### config.mk
export PLATFORM = sky130hd
export DESIGN_NAME = cdc_import_fifo
export DESIGN_NICKNAME = d
export VERILOG_FILES = /design/src/rtl/cdc_import_fifo.sv
export SDC_FILE = /design/constraint.sdc
export NUM_CORES = 1
export LEC_CHECK = 0
export ABC_AREA = 1
export CAP_MARGIN = 20
export CORE_MARGIN = 2
export CORE_UTILIZATION = 50
export CTS_BUF_LIST = sky130_fd_sc_hd__clkbuf_8
export DETAILED_ROUTE_END_ITERATION = 12
export GPL_TIMING_DRIVEN = 0
export PLACE_DENSITY_LB_ADDON = 0.12
export SLEW_MARGIN = 20
export SYNTH_ARGS = -nofsm -noshare
export SYNTH_HDL_FRONTEND = slang
export SYNTH_SLANG_ARGS = --single-unit
### constraint.sdc
create_clock -name clk -period 2.6 [get_ports clk]
set_input_delay 0.52 -clock clk [delete_from_list [all_inputs] [get_ports clk]]
set_output_delay 0.52 -clock clk [all_outputs]
set_load 0.01 [all_outputs]
### src/rtl/cdc_import_fifo.sv
// Destination-side endpoint of a req/ack toggle CDC handshake.
// Incoming words land in a small FWFT FIFO; backpressure reaches the source by withholding ack.
module cdc_import_fifo #(
  parameter int WIDTH       = 8,
  parameter int DEPTH       = 4,
  parameter int SYNC_STAGES = 2
) (
  input  logic                       clk,
  input  logic                       rst_n,
  input  logic [WIDTH-1:0]           cdc_data,
  input  logic                       cdc_req,
  output logic                       cdc_ack,
  output logic [WIDTH-1:0]           out_data,
  output logic                       out_valid,
  input  logic                       out_ready,
  output logic [$clog2(DEPTH+1)-1:0] level
);
  localparam int AW = $clog2(DEPTH);
  localparam int LW = $clog2(DEPTH+1);

  generate
    if (DEPTH < 2 || (DEPTH & (DEPTH - 1)) != 0) begin : g_bad_depth
      $error("cdc_import_fifo: DEPTH must be a power of two >= 2");
    end
    if (SYNC_STAGES < 2) begin : g_bad_sync
      $error("cdc_import_fifo: SYNC_STAGES must be >= 2");
    end
  endgenerate

  logic [SYNC_STAGES-1:0] r_sync;
  logic [WIDTH-1:0]       r_mem [DEPTH];
  logic [AW-1:0]          r_wptr, r_rptr;
  logic [LW-1:0]          r_level;
  logic                   r_ack;
  logic                   w_req_s, w_pending, w_full, w_push, w_pop;

  // Only this chain ever samples the asynchronous req input.
  always_ff @(posedge clk or negedge rst_n) begin
    if (!rst_n) r_sync <= '0;
    else        r_sync <= {r_sync[SYNC_STAGES-2:0], cdc_req};
  end

  assign w_req_s   = r_sync[SYNC_STAGES-1];
  assign w_pending = (w_req_s != r_ack);
  assign w_full    = (r_level == LW'(DEPTH));
  assign w_pop     = out_valid && out_ready;
  // A pop frees a slot on the same edge, so a full FIFO can still accept.
  assign w_push    = w_pending && (!w_full || w_pop);

  always_ff @(posedge clk or negedge rst_n) begin
    if (!rst_n) begin
      for (int i = 0; i < DEPTH; i++) r_mem[i] <= '0;
      r_wptr  <= '0;
      r_rptr  <= '0;
      r_level <= '0;
      r_ack   <= 1'b0;
    end else begin
      if (w_push) begin
        r_mem[r_wptr] <= cdc_data;
        r_wptr        <= r_wptr + AW'(1);
        r_ack         <= w_req_s;
      end
      if (w_pop) r_rptr <= r_rptr + AW'(1);
      r_level <= r_level + LW'(w_push) - LW'(w_pop);
    end
  end

  assign cdc_ack   = r_ack;
  assign out_data  = r_mem[r_rptr];
  assign out_valid = (r_level != '0);
  assign level     = r_level;

endmodule

### Yosys cells after proc, flatten, opt, wreduce, memory -nomap -nowiden

Index checks and enable logic that the tools add are counted.

* $add $sub $neg: 4
* multipliers: 0
* div/mod/pow operators: 0
* $lt $le $gt $ge: 3
* equal/unequal tests: 2
* shift operators: 0
* muxes and demuxes: 6
* bitwise gates (word level): 2
* reductions and logical operators: 6

Operators with widths (count)
* 32-bit bitwise mux: 1
* 8-bit 2-to-1 mux: 3
* 8-bit binary-select mux with 2-bit select: 1
* 8-bit demux with 2-bit select: 1
* 3-bit >= comparator, second input constant: 2
* 2-bit NOT with 3-bit output: 2
* 2-bit by 1-bit adder with 2-bit output, second input constant: 2
* 3-bit by 1-bit adder with 3-bit output: 1
* 3-bit == test, second input constant: 1
* 1-bit logical AND: 3
* 3-bit by 1-bit < comparator with 1-bit output, second input constant: 1
* 3-bit nonzero test: 1
* 3-bit by 1-bit subtractor with 3-bit output: 1
* 1-bit zero test: 1
* 1-bit logical OR: 1
* 1-bit inequality test: 1

* flip-flop bits (word level): 42
* latch bits: 0
* RAM bits: 0
* ROM bits: 0
* bits of input ports: 12
* word-level logic and storage cells: 32
* memories: 0

### Longest topological paths before layout

* depth after elaboration: 6
* mapped depth: 10

### Worst setup path after synthesis

OpenSTA, ideal clock, no wires.

* path type: input port to flip-flop
* from: in out_ready
* to: reg r_level[2], in the netlist level[2]
* setup time: 0.129 ns
* data arrival time: 1.864 ns
* required time: 2.471 ns
* slack: 0.607 ns
* stages on the path: 9
* path buffers: 1
* cell sequence: nor2_2 -> nand2_2 -> buf_6 -> nand2_1 -> ha_1 -> inv_1 -> ha_1 -> fa_1 -> xor2_1

* longest elaborated chain between the ends: 5

RTL lines
* start: declaration: RTL line 15 `input logic out_ready,`
* 1-bit logical AND *: RTL line 46 `assign w_pop = out_valid && out_ready;`
* 1-bit logical OR: RTL line 48 `assign w_push = w_pending && (!w_full || w_pop);`
* 1-bit logical AND: RTL line 48
* 3-bit by 1-bit adder with 3-bit output: RTL line 64 `r_level <= r_level + LW'(w_push) - LW'(w_pop);`
* 3-bit by 1-bit subtractor with 3-bit output *: RTL line 64
* end signal: assignment: RTL line 64
* end: declaration: RTL line 33 `logic [LW-1:0] r_level;`

Every way passes the cells marked *; elsewhere a longest branch is shown, timed or not.
A chain may end at the register's enable or synchronous reset.

### Worst setup path after layout

* from: reg r_rptr[0]
* to: out out_data[1]

* longest elaborated chain between the ends: 4

RTL lines
* start: declaration: RTL line 32 `logic [AW-1:0] r_wptr, r_rptr;`
* start signal: assignment: RTL line 63 `if (w_pop) r_rptr <= r_rptr + AW'(1);`
* 2-bit NOT with 3-bit output (implied by the code): RTL line 69 `assign out_data = r_mem[r_rptr];`
* 8-bit binary-select mux with 2-bit select: RTL line 69
* 8-bit 2-to-1 mux (implied by the code) (2 in a row): RTL line 69
* end: declaration: RTL line 13 `output logic [WIDTH-1:0] out_data,`

No other way between the ends. The select of a mux whose other input is x is not followed.

==> impl_metrics.tcl <==
set metrics [dict create \
    r2r_start "level[2]$_DFF_PN0_" \
    io_buffers 24 \
    insertion_delay_ns 0.30 \
    synth-seq-cells 42 \
    synth_cell_type_count 20 \
    dieArea_sq_um 4690 \
    startpoint_type "flip-flop" \
    whs_ns 0.139 \
    period_needed_ns 2.49 \
    grt_max_degree 28 \
    area_delta_synth_final_pct 21.0 \
    drv_slew 0 \
    dieHeight_um 68.5 \
    hp-class "input pin to asynchronous set/reset pin" \
    first_iter_violations 185 \
    cts_tree "built" \
    skew_ns 0.0113 \
    cap_viol_max_count 0 \
    hpwlAfterDp_mm 3.54 \
    core-area_sq_um 4000 \
    fill_cells 346 \
    hold_viol_final 0 \
    rrSetupSlack_ns 0.49 \
    synthesis.nets 258 \
    synth.top_cell.area_share 0.506 \
    rsz0062_at_grt "no" \
    vias 1707 \
    worstSetupStartpoint "r_rptr[0]$_DFFE_PN0P_" \
    grt_pass1_vias 1569 \
    antenna_cells 0 \
    cts_sinks 42 \
    cellPowerDensity_nw_per_um2 1250 \
    power_leakage_nw 1.28 \
    cp-end-kind "output port" \
    synth.avg_cell_area_sq_um 8.69 \
    path_max_fanout 10 \
    hold_buffers 0 \
    cp_data_required_time_ns 2.08 \
    setup_tns_ns 0 \
    via_per_inst 5.30 \
    grt_antenna_before_repair 0 \
    postSynth.asyncResetShare 1.00 \
    ir_drop_mv 0.534 \
    numCtsBuffers 5 \
    yosys.cell_count.top_type "nand2_1" \
    netlist_top_cells_count "nand2_1, dfrtp_1, nand4_1" \
    synth_edf_count 0 \
    cts_root_buf "clkbuf_8" \
    route.detailed.drc 0 \
    h-tree-depth 2 \
    max_slew_margin 0.691 \
    postRouteAntennaNets 0 \
    totalWireLength_mm 4.75 \
    dr.pass1.iters 4 \
    period_share 0.958 \
    grt-ovfl-total 0 \
    critPathKind "flip-flop to output port" \
    drive_gt1_frac 0.107 \
    arrival_ns 1.97 \
    rows 23 \
    status "complete, no violations" \
    synthFlopType "dfrtp_1" \
    post-synth-top-area-cell "dfrtp_1" \
    syn_area_sq_um 2080 \
    fin_nets 290 \
    worst_pin_slew_ns 0.463 \
    io_pins 25 \
    fp.dieW_um 68.5 \
    yosysWarnings 0 \
    grt_usage 0.234 \
    yosysSeqAreaShare 0.506 \
    clock_path_buffers 2 \
    ys_top_cells_by_area "dfrtp_1, nand2_1, nand4_1, o21ai_0, ha_1" \
    grt_pass1_wl_mm 7.92 \
    gp_congestion 0.776 \
    fmax_mhz 401 \
    clk_pin_slew_ns 0.08 \
    start_util 0.519 \
    setup_viol 0 \
    avgRoutedWirePerCell_um 14.8 \
    synthCells 239 \
]
==> placed cells by master, fill, tap and decap left out, types with 5 or more instances in the layout <==
| cell | synthesis | routed |
|---|---|---|
| buf_4 | 4 | 5 |
| clkdlybuf4s50_1 | 0 | 20 |
| nand4_1 | 32 | 32 |
| o22ai_1 | 8 | 8 |
| dfrtp_1 | 42 | 42 |
| clkbuf_8 | 0 | 5 |
| nor2_1 | 16 | 16 |
| nand2_1 | 76 | 76 |
| o21ai_0 | 18 | 18 |
| inv_1 | 9 | 9 |
| ha_1 | 6 | 6 |
==> power breakdown <==
group / switching [mW] / leakage, nW / total (mW) / internal [mW]
Combinational: 0.843 / 0.700 / 1.50 / 0.659
Clock: 0.223 / 0.0579 / 0.506 / 0.283
Sequential: 0.184 / 0.520 / 1.13 / 0.945
==> flip-flops by register name, indices dropped and copies added (netlist names) <==
signal and count:
r_rptr 2, r_wptr 2, r_mem 32, level 3
cdc_ack 1, r_sync 2
==> final timing paths <==
kind	endpoint	cells past startpoint
worst max-delay path	out_data[1]	6
worst min-delay path	r_mem[2]$_DFFE_PN0P_	1
worst max register to register	level[2]$_DFF_PN0_	10
worst min register to register	r_sync[1]$_DFF_PN0_	0
max in group asynchronous	r_mem[25]$_DFFE_PN0P_	2
min in group clk	r_sync[1]$_DFF_PN0_	0
==> layer usage <==
layer | share of wire | up-vias | track usage
met5 | 0 | - | 0
met4 | 0.017 | 0 | 0.0675
met2 | 0.43 | 52 | 0.337
met1 | 0.50 | 780 | 0.349
met3 | 0.056 | 8 | 0.0526
li1 | - | 867 | -
==> critical path, stage by stage, from the launching register on <==
cell and delay, ns:
dfrtp_1 0.36, buf_2 0.18, inv_2 0.13, buf_4 0.20, nor2_1 0.05, o22ai_1 0.19, clkdlybuf4s50_1 0.57
==> final cells by class <==
type                       instances  area [sq um]  area share
clock buffer                       5          68.8      0.0274
tap                               50          62.6      0.0249
multi-input combinational        170           875       0.348
timing repair buffer              25           263       0.105
buffer                            16           113      0.0448
inverter                          11          41.3      0.0164
sequential                        42          1050       0.418
clock inverter                     3          40.0      0.0159
==> timing repair <==
item                       CTS  global route
setup endpoints to repair    0             8
resized for setup            0             5
setup buffers                0             0
==> stage by stage <==
step | utilization | power (mW) | std cells | setup WS [ns] | cell area, sq um
2_1_floorplan | - | 2.04 | 239 | 0.607 | 2080
3_3_place_gp | 0.595 | 2.61 | 313 | -0.116 | 2380
3_5_place_dp | 0.599 | 2.65 | 314 | -0.0850 | 2390
4_1_cts | 0.626 | 3.17 | 322 | 0.0111 | 2500
5_1_grt | 0.628 | 3.41 | 322 | 0.0228 | 2510
6_report | 0.628 | 3.14 | 322 | 0.108 | 2510
==> cell families after synthesis <==
| logic type | after synthesis | synth area share |
|---|---|---|
| AOI/OAI and AO/OA | 26 | 0.0675 |
| xor gates and xnor gates | 4 | 0.0169 |
| adders and majority gates | 7 | 0.0458 |
| buffers and inverters | 27 | 0.0729 |
| DFF | 42 | 0.506 |
| and+or+nand+nor | 133 | 0.291 |
Power figures use the tool's default switching activity.
